--- config.mk ---
export PLATFORM = sky130hd
export DESIGN_NAME = secuenciador_instr
export DESIGN_NICKNAME = d
export VERILOG_FILES = /design/src/rtl/secuenciador_instr.sv
export SDC_FILE = /design/constraint.sdc
export NUM_CORES = 1
export LEC_CHECK = 0
export BUFFER_PORTS_ARGS = -buffer_cell sky130_fd_sc_hd__buf_2
export CAP_MARGIN = 10
export CORE_AREA = 4 4 156 158
export DETAILED_ROUTE_END_ITERATION = 8
export DIE_AREA = 0 0 160 162
export GPL_ROUTABILITY_DRIVEN = 1
export PLACE_DENSITY_LB_ADDON = 0.05
export SETUP_SLACK_MARGIN = 0.15
export SLEW_MARGIN = 30
export SYNTH_ARGS = -nofsm -noshare
export SYNTH_HDL_FRONTEND = slang
export SYNTH_SLANG_ARGS = --single-unit
--- constraint.sdc ---
create_clock -name clk -period 3.4 [get_ports clk]
set_input_delay 0.51 -clock clk [delete_from_list [all_inputs] [get_ports clk]]
set_output_delay 0.51 -clock clk [all_outputs]
set_load 0.05 [all_outputs]
--- src/rtl/secuenciador_instr.sv ---
// Instruction sequencer: plays a loaded program onto the datapath instruction bus,
// holding each word for CICLOS cycles, stopping early on a HALT opcode.
module secuenciador_instr #(
  parameter int PROF   = 16,
  parameter int CICLOS = 5
) (
  input  logic        clk,
  input  logic        rst,
  input  logic        cargar_en,
  input  logic [3:0]  cargar_dir,
  input  logic [18:0] cargar_dato,
  input  logic        iniciar,
  input  logic [4:0]  longitud,
  output logic [18:0] instruccion,
  output logic        instr_valida,
  output logic        ocupado,
  output logic        terminado,
  output logic [3:0]  pc,
  output logic [1:0]  estado_dbg
);

  typedef enum logic [1:0] {
    IDLE = 2'd0,
    RUN  = 2'd1,
    DONE = 2'd2
  } estado_t;

  localparam logic [4:0] PROF_L    = 5'(PROF);
  localparam logic [7:0] HOLD_LAST = 8'(CICLOS - 1);
  localparam logic [3:0] OP_HALT   = 4'hF;

  estado_t     state_q, state_d;
  logic [18:0] instr_q, instr_d;
  logic        valida_q, valida_d;
  logic [3:0]  pc_q, pc_d;
  logic [7:0]  hold_q, hold_d;
  logic [4:0]  len_q, len_d;
  logic        mem_we;
  logic [3:0]  pc_next;
  logic [18:0] word_next;
  logic [18:0] mem_q [PROF];

  assign pc_next   = pc_q + 4'd1;
  assign word_next = mem_q[pc_next];

  // instr_valida is a valid-only strobe (no ready): the datapath must consume
  // instruccion in every cycle where instr_valida is high; there is no backpressure.
  always_comb begin
    state_d  = state_q;
    instr_d  = instr_q;
    valida_d = valida_q;
    pc_d     = pc_q;
    hold_d   = hold_q;
    len_d    = len_q;
    mem_we   = 1'b0;
    case (state_q)
      IDLE: begin
        instr_d  = 19'd0;
        valida_d = 1'b0;
        if (iniciar) begin
          if (longitud == 5'd0) begin
            state_d = DONE;
          end else begin
            len_d  = (longitud > PROF_L) ? PROF_L : longitud;
            pc_d   = 4'd0;
            hold_d = 8'd0;
            if (mem_q[0][18:15] == OP_HALT) begin
              state_d = DONE;
            end else begin
              instr_d  = mem_q[0];
              valida_d = 1'b1;
              state_d  = RUN;
            end
          end
        end else if (cargar_en && !rst) begin
          mem_we = 1'b1;
        end
      end
      RUN: begin
        if (hold_q == HOLD_LAST) begin
          hold_d = 8'd0;
          // A HALT word is never put on the bus; it ends the run like the last word.
          if (({1'b0, pc_q} == len_q - 5'd1) || (word_next[18:15] == OP_HALT)) begin
            state_d  = DONE;
            instr_d  = 19'd0;
            valida_d = 1'b0;
          end else begin
            pc_d    = pc_next;
            instr_d = word_next;
          end
        end else begin
          hold_d = hold_q + 8'd1;
        end
      end
      DONE: begin
        state_d  = IDLE;
        instr_d  = 19'd0;
        valida_d = 1'b0;
        hold_d   = 8'd0;
      end
      default: begin
        state_d  = IDLE;
        instr_d  = 19'd0;
        valida_d = 1'b0;
      end
    endcase
  end

  always_ff @(posedge clk) begin
    if (rst) begin
      state_q  <= IDLE;
      instr_q  <= 19'd0;
      valida_q <= 1'b0;
      pc_q     <= 4'd0;
      hold_q   <= 8'd0;
      len_q    <= 5'd0;
    end else begin
      state_q  <= state_d;
      instr_q  <= instr_d;
      valida_q <= valida_d;
      pc_q     <= pc_d;
      hold_q   <= hold_d;
      len_q    <= len_d;
    end
  end

  // Program memory survives reset so a program can be replayed after an abort.
  always_ff @(posedge clk) begin
    if (mem_we) begin
      mem_q[cargar_dir] <= cargar_dato;
    end
  end

  assign instruccion  = instr_q;
  assign instr_valida = valida_q;
  assign ocupado      = (state_q == RUN);
  assign terminado    = (state_q == DONE);
  assign pc           = pc_q;
  assign estado_dbg   = state_q;

endmodule

### Word level (Yosys, flattened, before mapping)

Memory sizes are Yosys's and may differ from the RTL's.
Index checks and enable logic that the tools add are counted.

| cells by class | value |
|---|---|
| add/subtract/negate cells | 3 |
| muxes and demuxes | 33 |
| bitwise operators | 1 |
| equal/unequal tests | 11 |
| reduce and logical (&&, ||, !) cells | 12 |
| magnitude comparators | 1 |

Operator list:

| cell | count |
|---|---|
| $mux W19 | 5 |
| $pmux W19 S2 | 1 |
| $mux W8 | 3 |
| $pmux W8 S3 | 1 |
| $mux W4 | 4 |
| $mux W1 | 10 |
| $mux W2 | 5 |
| $reduce_and A3 Y1 | 3 |
| $add A8 B1 Y8 const B | 1 |
| $eq A4 B4 Y1 const B | 2 |
| $eq A8 B3 Y1 const B | 1 |
| $pmux W4 S2 | 1 |
| $ne A2 B2 Y1 const B | 3 |
| $eq A4 B5 Y1 | 1 |
| $gt A5 B5 Y1 const B | 1 |
| $logic_not A5 Y1 | 1 |
| $mux W5 | 1 |
| $reduce_and A5 Y1 | 1 |
| $sub A5 B1 Y5 const B | 1 |
| $add A4 B1 Y4 const B | 1 |
| $ne A2 B1 Y1 const B | 2 |
| $pmux W2 S2 | 1 |
| $reduce_bool A3 Y1 | 1 |
| $eq A2 B1 Y1 const B | 1 |
| other kinds (9) | 9 |

| storage, ports and cells | value |
|---|---|
| register bits | 39 |
| output and inout bits | 28 |
| RAM bits | 304 |
| memories | 1 |
| input bits | 32 |
| logic and storage cells | 68 |

Memories:

| memory | depth | width | rd ports | clocked after memory_dff | write ports | line | text |
|---|---|---|---|---|---|---|---|
| mem_q | 16 | 19 | 2 | 0 | 1 | 41 | `logic [18:0] mem_q [PROF];` |

### Logic depth before layout (Yosys ltp)

| logic depth | value |
|---|---|
| depth in word-level cells | 7 |
| depth in mapped cells | 11 |
| mapped depth without buffers | 9 |

### Least setup slack after synthesis

OpenSTA, ideal clock, no wires.

| timing path | value |
|---|---|
| kind | register to register |
| start point | register state_q[0] (netlist: estado_dbg[0]) |
| end point | memory mem_q[0][0], enable pin |
| setup slack | 96 ps |
| data arrival time | 2885 ps |
| data required time | 2981 ps |
| cell stages (with the launch flop) | 8 |
| library setup time | 419 ps |
| cell sequence | dfxtp_1 > inv_1 > ha_1 > nor2b_1 > and3b_1 > nor2b_1 > nand2b_1 > nor3_1 |

| between the ends | value |
|---|---|
| longest elaborated chain between the ends | 4 |

RTL lines:

| what | line | text |
|---|---|---|
| from (decl) | 32 | `estado_t state_q, state_d;` |
| from (signal assigned) | 118 | `state_q <= state_d;` |
| $logic_not A2 Y1 | 56 | `case (state_q)` |
| $mux W1 | 56 |  |
| $mux W1 | 129 | `if (mem_we) begin` |
| $mux W1 (implied by the code) | 130 | `mem_q[cargar_dir] <= cargar_dato;` |
| to (decl) | 41 |  |

Every way passes these cells.

### Final worst setup path

| timing path | value |
|---|---|
| start point | register pc_q[0] (netlist: pc[0]) |
| end point | register state_q[0] (netlist: estado_dbg[0]) |

| between the ends | value |
|---|---|
| longest elaborated chain between the ends | 6 |

RTL lines:

| what | line | text |
|---|---|---|
| from (decl) | 35 | `logic [3:0] pc_q, pc_d;` |
| from (signal assigned) | 121 | `pc_q <= pc_d;` |
| $add A4 B1 Y4 | 43 | `assign pc_next = pc_q + 4'd1;` |
| $mem_v2 Z16 W19 | n/a |  |
| $eq A4 B4 Y1 | 83 | `if (({1'b0, pc_q} == len_q - 5'd1) \|\| (word_next[18:15] == OP_HALT)) begin` |
| $logic_or A1 B1 Y1 * | 83 |  |
| $ne A2 B1 Y1 (no line) * | n/a |  |
| $reduce_and A3 Y1 (no line) * | n/a |  |

Every way passes the cells marked *; elsewhere a longest branch is shown, timed or not.
A chain may end at the register's enable or synchronous reset.

==> results.md <==
* Status: complete, no violations
* Core footprint at 0.0231 sq mm
* Setup crit end kind: register
* First-pass GRT wire length at 47300 um
* Layout area overhead at 14.8%
* Register share of total power at 48.1%
* CTS H-tree lvls at 2
* Fin nets at 859
* Async S/R FF share, synth at 0%
* Tcrit/Tclk final at 89.2%
* CP Data Arrival Time at 3.40 ns
* Final worst path period need at 3.03 ns
* Sw frac at 25.1%
* DR iter-0 viols at 661
* RSZ-0062 raised after global routing: no
* Fin util at 67.9%
* Worst Setup Start Kind: register
* Vias in the first global route at 7545
* Sequential cell area fraction in the yosys report at 72.5%
* Final Skew at 0.0199 ns
* CP max FO at 17
* Main synth FF type: edfxtp_1
* Cell area after synthesis at 0.0137 sq mm
* Worst Tran Pin Value at 0.787 ns
* Fmax at 330 MHz
* Yosys warns at 0
* Final ANT Viol Nets at 0
* Num CTS Buffers at 35
* Hold Crit Class: in -> reg
* DPL Wire Length at 18100 um
* I/O pins at 60
* Max IR drop VDD at 0.492 mV
* Critical path type: reg -> reg
* Clock power frac at 38.0%
* Total setup buffers inserted after CTS at 0
* CTS sink count at 343
* Data required, critical path at 3.77 ns
* # setup viols final at 0
* Critical path's largest stage delay at 0.58 ns
* CP cell instances: ha_4 > xor2_2 > buf_6 > mux2i_1 > a221oi_1 > a32oi_1 > or4_1 > buf_4 > a311oi_2 > o32ai_1
* Max_cap viols at 0
* Syn avg cell area at 18.8 sq um
* Die height at 162 um
* GR Overflow Total at 0
* Starting Density at 59.1%
* DR vias/cell at 6.51
* Site Rows at 56
* Net Switching at 2.47 mW
* TritonCTS clock tree: built
* Max Slew Vio Count at 0
* Routed WL per cell at 27.6 um
* Internal Power at 7.37 mW
* Total power at 9.85 mW
* Post-synth EDFFs at 304
* Slew headroom at 47.5%
* Die Span X at 160 um
* Final WL at 31300 um
* Initial antenna violation count at 1
* Syn Inst Count at 726
* Clock Tree Buf Depth at 3
* Distinct cells, synth at 53
* DR vias at 7400
* First drt pass iteration count at 5
* Synth Net Count at 765
* DRC errors left at 0
* Tot GR Track Use at 24.6%
* Final hold viol count at 0
* Power Dens Cells at 628 mW/mm^2
* Port Buffers at 59
* Synth Register Bits at 343
* Share of cells above drive strength 1 at 30.6%
* RePlAce Congestion at 0.882
* Ant. Diodes at 0
* Die area at 0.0259 sq mm
* Clock-pin slew on the worst setup and hold paths at 0.06 ns
* CTS Root Cell: clkbuf_16
* Sum Neg Setup Slack at 0 ns
* Leakage power at 5.05 nW
* Slowest-stage cell, CP: or4_1
* Largest net degree at the start of global routing at 68
* Worst-Skew Late Latency at 0.52 ns
* Combinational share of power at 13.9%
==> placed cells by master (no fill, tap or decap), drive strengths merged, types with 19 or more instances in the layout <==
cell,Yosys,routed
edfxtp,304,304
buf,16,96
mux4,83,83
clkbuf,23,46
nand2,44,44
dfxtp,39,39
nor2,30,30
a221oi,23,23
a21boi,20,20
nand4,19,19
==> metal layers <==
layer  wire, um  track usage (%)  vias to the layer above
li1           -                -                     3178
met1      12300             34.0                     3849
met2      16100             42.1                      313
met3       2250             3.60                       58
met4        587             6.53                        2
met5          7                0                        -
==> registers in the layout, indices dropped and copies added (netlist names) <==
signal,cells
len_q,5
pc,4
instruccion,19
mem_q,304
instr_valida,1
estado_dbg,2
hold_q,8
==> cell families after synthesis <==
family	after synthesis	share of synthesized area, %
and+or+nand+nor	140	5.12
buffers and inverters	49	1.55
DFF	343	72.5
xor gates and xnor gates	15	1.02
muxes	97	14.8
adders and majority gates	7	0.641
AOI/OAI and AO/OA	75	4.41
==> synthesized netlist by cell type, types with 2 or more instances <==
library cell  instances  area, sq um
edfxtp_1            304         9130
mux4_2               81         1820
nand2_1              44          165
dfxtp_1              39          781
nor2_1               30          113
a221oi_1             23          201
clkbuf_1             23         86.3
a21boi_0             19          143
nand4_1              19          119
nand3_1              13         65.1
buf_2                10         50.1
inv_1                10         37.5
mux2i_1              10          100
ha_1                  7         87.6
nand2b_1              7         43.8
xnor2_1               7         61.3
xor2_1                7         61.3
a21oi_1               5         25.0
nor3_1                5         25.0
a32oi_1               4         35.0
mux2_2                4         45.0
nand4b_1              4         35.0
a22oi_1               3         22.5
buf_1                 3         11.3
nand3b_1              3         22.5
nor2b_1               3         18.8
nor3b_1               3         22.5
a311oi_2              2         30.0
a31o_1                2         17.5
a31oi_1               2         12.5
and2_1                2         12.5
buf_4                 2         15.0
mux4_1                2         52.6
o21ai_1               2         10.0
o21bai_1              2         15.0
o2bb2ai_1             2         17.5
or4_1                 2         15.0
==> worst paths after layout <==
| check | startpoint | endpoint | slack [ns] | cells after the start |
|---|---|---|---|---|
| max | pc[0] | estado_dbg[0] | 0.37 | 10 |
| min | longitud[1] | len_q[1] | 0.27 | 3 |
| max reg2reg | pc[0] | estado_dbg[0] | 0.37 | 10 |
| min reg2reg | instr_valida | instr_valida | 0.49 | 2 |
==> stage by stage <==
step	hold slack, ns	setup slack [ns]	instance area [sq um]	instances
2_1_floorplan	0.458	0.229	13700	726
3_3_place_gp	0.469	0.416	14600	1073
3_5_place_dp	0.476	0.320	14600	1073
4_1_cts	0.255	0.262	15700	1136
5_1_grt	0.290	0.168	15700	1136
6_report	0.267	0.368	15700	1136
==> power groups by stage <==
stage,registers (mW),clock network (mW),logic (mW)
6_report,4.74,3.75,1.37
5_1_grt,4.74,4.00,1.46
4_1_cts,4.74,3.80,1.37
3_5_place_dp,4.83,0,1.37
3_3_place_gp,4.82,0,1.33
2_1_floorplan,4.99,0,0.772
==> worst max-delay path: cells and delay by family, from the launching register on <==
family,cells,cell delay [ns]
AOI/OAI and AO/OA,4,0.88
xor gates and xnor gates,1,0.19
adders and majority gates,1,0.21
buffers and inverters,2,0.45
DFF,1,0.48
muxes,1,0.10
and+or+nand+nor,1,0.58
==> cell type report <==
cell class / count / area [sq um]
Inverter: 10 / 37.5
Clock inverter: 17 / 168
Tap cell: 290 / 363
Multi-Input combinational cell: 334 / 3660
Clock buffer: 46 / 957
Timing Repair Buffer: 96 / 589
Fill cell: 1510 / 7430
Sequential cell: 343 / 9910
==> what timing repair did <==
| item | in CTS | in global routing |
|---|---|---|
| setup endpoints to repair | 0 | 1 |
| resized for setup | 0 | 2 |
| hold buffers | 0 | 0 |
Note: power is estimated with default switching activity, not from simulation.
